## config.mk

```make
export PLATFORM = sky130hd
export DESIGN_NAME = rom_window_arbiter
export DESIGN_NICKNAME = d
export VERILOG_FILES = /design/src/rtl/rom_window_arbiter.sv
export SDC_FILE = /design/constraint.sdc
export NUM_CORES = 1
export LEC_CHECK = 0
export CAP_MARGIN = 5
export CORE_MARGIN = 10
export CORE_UTILIZATION = 35
export DETAILED_ROUTE_END_ITERATION = 8
export PLACE_DENSITY_LB_ADDON = 0.2
export SKIP_LAST_GASP = 1
export SLEW_MARGIN = 40
export SYNTH_ARGS = -nofsm -noshare
export SYNTH_HDL_FRONTEND = slang
export SYNTH_SLANG_ARGS = --single-unit
```

## constraint.sdc

```tcl
create_clock -name clk -period 16.6 [get_ports clk]
set_clock_uncertainty 0.15 [all_clocks]
set_input_delay 2.49 -clock clk [delete_from_list [all_inputs] [get_ports clk]]
set_output_delay 2.49 -clock clk [all_outputs]
set_load 0.01 [all_outputs]
```

## src/rtl/rom_window_arbiter.sv

```systemverilog
// Round-robin arbiter sharing one single-port, 1-cycle-latency ROM among NREQ
// requesters. Each requester addresses a private WINDOW-byte slice of the ROM
// at physical base g*WINDOW. Out-of-window local addresses are answered with
// err and zero data without touching the ROM.
//
// Ports:
//   clk, reset  - rising-edge clock, asynchronous active-high reset
//   req         - per-requester read request, held until its ack
//   addr_bus    - packed local addresses, requester i at [AW*i +: AW]
//   ack, err    - one-cycle pulses to the served requester
//   rdata       - read data, held until the next ack
//   grant_id    - index of the requester being served
//   busy        - high whenever the FSM is not idle
//   rom_en      - one-cycle ROM read strobe
//   rom_addr    - physical ROM address, valid while rom_en is high
//   rom_data    - ROM read data, valid the cycle after rom_en
module rom_window_arbiter #(
  parameter int unsigned NREQ      = 8,
  parameter int unsigned AW        = 8,
  parameter int unsigned DW        = 8,
  parameter int unsigned WINDOW    = 25,
  parameter int unsigned ROM_DEPTH = 200
) (
  input  logic                      clk,
  input  logic                      reset,
  input  logic [NREQ-1:0]           req,
  input  logic [NREQ*AW-1:0]        addr_bus,
  output logic [NREQ-1:0]           ack,
  output logic [NREQ-1:0]           err,
  output logic [DW-1:0]             rdata,
  output logic [$clog2(NREQ)-1:0]   grant_id,
  output logic                      busy,
  output logic                      rom_en,
  output logic [AW-1:0]             rom_addr,
  input  logic [DW-1:0]             rom_data
);

  localparam int unsigned GW = $clog2(NREQ);
  // One bit of headroom so the offset sum never wraps
  localparam int unsigned PW = $clog2(ROM_DEPTH) + 1;

  typedef enum logic [1:0] {
    S_IDLE    = 2'd0,
    S_ISSUE   = 2'd1,
    S_CAPTURE = 2'd2,
    S_ACK     = 2'd3
  } state_t;

  state_t          r_state;
  logic [GW-1:0]   r_last_grant;

  logic            w_found;
  logic [GW-1:0]   w_grant;
  logic [GW-1:0]   w_idx;
  logic [AW-1:0]   w_addr;
  logic [PW-1:0]   w_phys;
  logic            w_addr_bad;

  // Round-robin pick: first pending request after the last grant
  always_comb begin
    w_found = 1'b0;
    w_grant = '0;
    w_idx   = '0;
    for (int unsigned k = 1; k <= NREQ; k++) begin
      w_idx = GW'((32'(r_last_grant) + k) % NREQ);
      if (!w_found && req[w_idx]) begin
        w_found = 1'b1;
        w_grant = w_idx;
      end
    end
  end

  // Local address of the winner and its physical ROM location
  always_comb begin
    w_addr = '0;
    for (int unsigned i = 0; i < NREQ; i++) begin
      if (w_grant == GW'(i)) begin
        w_addr = addr_bus[i*AW +: AW];
      end
    end
    w_phys     = PW'(w_addr) + PW'(w_grant) * PW'(WINDOW);
    w_addr_bad = (PW'(w_addr) >= PW'(WINDOW));
  end

  // Access FSM; ack/err/rom_en default low so they pulse for one cycle
  always_ff @(posedge clk or posedge reset) begin
    if (reset) begin
      r_state      <= S_IDLE;
      r_last_grant <= GW'(NREQ - 1);
      ack          <= '0;
      err          <= '0;
      rdata        <= '0;
      grant_id     <= '0;
      busy         <= 1'b0;
      rom_en       <= 1'b0;
      rom_addr     <= '0;
    end else begin
      ack    <= '0;
      err    <= '0;
      rom_en <= 1'b0;
      case (r_state)
        S_IDLE: begin
          if (w_found) begin
            grant_id     <= w_grant;
            r_last_grant <= w_grant;
            busy         <= 1'b1;
            if (w_addr_bad) begin
              // Out-of-window: answer immediately, ROM untouched
              rdata   <= '0;
              ack     <= NREQ'(1) << w_grant;
              err     <= NREQ'(1) << w_grant;
              r_state <= S_ACK;
            end else begin
              rom_en   <= 1'b1;
              rom_addr <= AW'(w_phys);
              r_state  <= S_ISSUE;
            end
          end
        end
        S_ISSUE: begin
          r_state <= S_CAPTURE;
        end
        S_CAPTURE: begin
          rdata   <= rom_data;
          ack     <= NREQ'(1) << grant_id;
          r_state <= S_ACK;
        end
        S_ACK: begin
          busy    <= 1'b0;
          r_state <= S_IDLE;
        end
        default: begin
          busy    <= 1'b0;
          r_state <= S_IDLE;
        end
      endcase
    end
  end

endmodule

```

---- Word-level counts from Yosys, hierarchy flattened ----
Index checks and enable logic that the tools add are counted.
operators by class
  multiply operators ...................... 1
  add/subtract/negate cells ............... 9
  bitwise gates (word level) .............. 1
  $lt $le $gt $ge ......................... 9
  reductions and logical operators ........ 22
  shift-type cells ........................ 2
  muxes and demuxes ....................... 55
  equality and inequality tests ........... 12
operators with widths
  cell                                                  count
  2-to-1 mux 8 bit                                      13
  < comparator 3 x 4 -> 1 bit (second input constant)   8
  one-hot mux 8 bit (2 select lines)                    2
  binary-select mux 1 bit (select 3 bit)                8
  2-to-1 mux 3 bit                                      8
  2-to-1 mux 1 bit                                      20
  left shift 1 x 3 -> 8 bit (first input constant)      2
  adder 3 bit (second input constant)                   4
  == test 3 bit (second input constant)                 4
  adder 8 bit                                           1
  >= comparator 8 x 5 -> 1 bit (second input constant)  1
  multiplier 3 x 5 -> 8 bit (second input constant)     1
  one-hot mux 2 bit (4 select lines)                    1
  logical AND 1 bit                                     7
  zero test 1 bit                                       7
  adder 3 x 1 -> 3 bit (second input constant)          2
  adder 3 x 2 -> 3 bit (second input constant)          2
  == test 3 x 2 -> 1 bit (second input constant)        2
  AND reduction 3 bit                                   2
  == test 2 bit (second input constant)                 2
  2-to-1 mux 2 bit                                      2
  inequality test 2 bit (second input constant)         2
  AND reduction 2 bit                                   2
  nonzero test 2 bit                                    2
  6 further kinds                                       6
storage, ports and cells
  logic and storage cells ................. 120
  flip-flop bits (word level) ............. 42
  output and inout bits ................... 37

---- Depth between registers and ports, before layout ----
  depth in word-level cells ............... 38
  depth in mapped cells ................... 28
  gate-level depth less buffers ........... 26

---- Worst setup path after synthesis ----
OpenSTA, ideal clock, no wires.
  path kind ............................... input to register
  start point ............................. input req[4]
  end point ............................... register rom_addr[7]
  setup time .............................. 0.096 ns
  stages on the path ...................... 22
  path buffers ............................ 2
  arrival ................................. 7.214 ns
  data required time ...................... 16.354 ns
  path slack .............................. 9.140 ns
  cell sequence ........................... mux4_2 -> mux2i_1 -> o21ai_0 -> a211o_1 -> a21o_1 -> a32o_1 -> ha_1 -> clkbuf_1 -> clkbuf_1 -> o311ai_0 -> mux2i_1 -> ha_1 -> ha_1 -> fa_1 -> a21oi_1 -> nor2_1 -> nor2_1 -> o21bai_1 -> a21oi_1 -> xor2_1 -> a21oi_1 -> o31ai_1
on the way
  word-level cells in the longest chain between the ends .. 36
  elaborated cells on any way between the ends .. 67
ends and longest elaborated chain
  element                                                                             line  source
  from (decl)                                                                         26    input logic [NREQ-1:0] req,
  binary-select mux 1 bit (select 3 bit)                                              66    if (!w_found && req[w_idx]) begin
  2-to-1 mux 1 bit (implied by the code)                                              66
  2-to-1 mux 1 bit                                                                    66
  zero test 1 bit                                                                     66
  logical AND 1 bit                                                                   66
  2-to-1 mux 1 bit                                                                    66
  zero test 1 bit                                                                     66
  logical AND 1 bit                                                                   66
  (+10 left out)                                                                      n/a
  zero test 1 bit                                                                     66
  logical AND 1 bit                                                                   66
  2-to-1 mux 1 bit                                                                    66
  zero test 1 bit                                                                     66
  logical AND 1 bit                                                                   66
  2-to-1 mux 3 bit (*)                                                                66
  net w_grant[0]                                                                      53    logic [GW-1:0] w_grant;
  parallel branches: the longest is 12 deep, another holds multiplier 3 x 5 -> 8 bit  n/a
  to (signal assigned)                                                                115   rom_addr <= AW'(w_phys);
  to (decl)                                                                           34    output logic [AW-1:0] rom_addr,
Mark *: on every way through the listed nets, which the timed path passes. The select of a mux whose other input is x is not followed.
A chain may end at the register's enable or synchronous reset.

---- Worst setup path in the final report ----
Ends and elaborated chain as after synthesis.

==> impl_metrics.ini <==
[status]
outcome = complete, no violations

[finish]
nNetsFinal = 604
layout-drive-gt1-share_pct = 9.24
diodes = 0
area_growth_pct = 38.3

[sta]
setup-tns-final_ns = 0
finalSetupViolCount = 0
hold_viol_final = 0
relSlewSlack_pct = 52.3
finalCritPeriodShare_pct = 52.8
slew_viol_final = 0
max_freq_ghz = 0.114
finalHoldWorstSlack_ns = 0.357
rsz0062_at_grt = false
period_minus_slack_ns = 8.76
tightest_slew_ns = 0.715

[drt]
first_pass_iters = 5
wl_per_cell_um = 18.6
drc_errors = 0
ant_nets = 0
vias_per_cell = 5.56
postRouteWirelength_mm = 11.8
drt-initial-drc-count = 220
vias = 3524

[placed_design]
hpwl_mm = 9.54
port_buffers = 118
gp_congestion = 0.896

[logic_synthesis]
yosysSeqAreaShare_pct = 28.9
synthTopCellsByCount = 39 x dfrtp_1, 38 x nand2_1, 24 x a21oi_1, 23 x ha_1, 23 x nor2_1
post-synth-top-area-cell = dfrtp_1
syn_nets = 492
synth_top_area_share_pct = 26.8
avgSynthCellArea_um2 = 9.47
ys_ff_latch = 42
ys.flop_type = dfrtp_1
netlist_area_um2 = 3650
synthesis.instances = 385
yosys-top-cells-area = dfrtp_1 27%, ha_1 7.9%, mux4_2 7.4%
async_flop_share_pct = 100
synth_enable_flop_cells = 0
yosysWarnings = 0
synth.most_common_cell = dfrtp_1
ys_types = 57

[grt]
grt_pass1_wl_mm = 18.7
grt_max_degree = 43
antenna_found_initial = 0
overflow = 0
grt_pass1_vias = 3661
grtUsageTotal_pct = 15.6

[clock_tree]
clock_sinks = 42
numCtsBuffers = 5
hold_buffers = 0
cts_setup_buffers = 0
h-tree-depth = 2
post_cts_resized = 0
clock_latency_ns = 0.29
clk_pin_slew_worst_paths_ns = 0.07
cts_buffer_depth = 2
cts-root-buf = clkbuf_8
cts_tree = built

[die]
core-area_um2 = 10200
boundaryPins = 119
rows = 37
start_util_pct = 35.6
die_y_um = 122
dieWidth_um = 122
dieArea_um2 = 14900

[worst_setup_path]
end_kind = flip-flop
cp-start-kind = input pin
worstPathRequired_ns = 16.65
path_class = in2reg
arrival_ns = 8.82
cp_max_fo = 17

[job]
max_cap_viol_count = 0

[min_path]
hold_class = reg2reg
-- layout make-up --
cell class	instances	area [µm²]
Clock buffer	8	90.1
Fill cell	969	5190
Inverter	23	86.3
Multi-Input combinational cell	305	2440
Sequential cell	42	1050
Tap cell	136	170
Timing Repair Buffer	120	1200
-- flip-flops by register name, summed over array words and instances (netlist names) --
name / flops
rom_addr: 8
ack: 8
grant_id: 3
rom_en: 1
rdata: 8
r_state: 2
err: 8
busy: 1
r_last_grant: 3
-- cells by family (layout without fill, tap and decap cells) --
| group | after synthesis | in the layout | share of synthesized area (%) |
|---|---|---|---|
| AND/OR/NAND/NOR | 121 | 121 | 17.8 |
| XOR/XNOR | 9 | 9 | 2.16 |
| AO/OA/AOI/OAI | 113 | 113 | 23.2 |
| adder cells (fa/ha/maj) | 25 | 25 | 8.99 |
| buffers and inverters | 38 | 151 | 4.19 |
| flip-flops | 42 | 42 | 28.9 |
| multiplexers | 37 | 37 | 14.7 |
-- cells in the final DEF (no fill, tap or decap), types with 5 or more instances in the layout --
master,Yosys,final
a211o_1,5,5
a21oi_1,24,24
a31oi_1,7,7
a32o_1,14,14
and2_1,19,19
clkbuf_8,0,6
clkdlybuf4s50_1,0,118
dfrtp_1,39,39
ha_1,23,22
inv_1,22,22
mux2_2,13,13
mux2i_1,12,12
mux4_2,12,12
nand2_1,38,38
nand2b_1,6,6
nand3b_1,7,7
nor2_1,23,23
nor2b_1,9,9
o211ai_1,6,6
o21ai_0,15,15
o2bb2ai_1,5,5
o311ai_0,5,5
xnor2_1,5,5
-- critical path, stage by stage --
cell and delay [ns]:
clkdlybuf4s50_1 0.47, mux4_2 0.58, mux2i_1 0.43, o21ai_0 0.19
a211o_1 0.34, a21o_1 0.15, a32o_1 0.32, inv_1 0.12
ha_1 0.55, inv_1 0.38, o311ai_0 0.58, mux2i_1 0.16
ha_1 0.32, ha_1 0.23, fa_1 0.40, a21oi_1 0.16
nor2_1 0.06, nor2_1 0.16, o21bai_1 0.08, a21oi_1 0.17
xor2_1 0.19, a21oi_1 0.06, o31ai_1 0.21
-- stage by stage --
step	cell area (µm²)	setup slack [ns]	util (%)	instances
6_report	5040	7.84	49.3	634
5_1_grt	5040	7.17	49.3	634
4_1_cts	5040	7.85	49.2	634
3_5_place_dp	4950	7.54	48.4	626
3_3_place_gp	4950	7.67	48.3	626
2_1_floorplan	3650	9.14	-	385
-- routing by layer --
metal	track usage, %	up-vias	share of wire [%]
li1	-	1665	-
met1	17.7	1700	40
met2	26.2	138	49
met3	6.24	21	9.3
met4	4.93	0	2.2
met5	0	-	0
-- path summary, 6_finish.rpt --
| kind | depth (start not counted) | from | to | slack, ns |
|---|---|---|---|---|
| min | 1 | rom_addr[6] | rom_addr[6] | 0.36 |
| min in group asynchronous | 3 | reset | rom_addr[5] | 2.48 |
| min reg2reg | 1 | rom_addr[6] | rom_addr[6] | 0.36 |
| max in group asynchronous | 3 | reset | r_last_grant[0] | 13.43 |
| max | 23 | req[4] | rom_addr[7] | 7.84 |
| max reg2reg | 24 | r_last_grant[0] | rom_addr[7] | 9.26 |
Power is not shown: default switching activity piles up to over one toggle a cycle in this logic, so the estimate is an artifact.
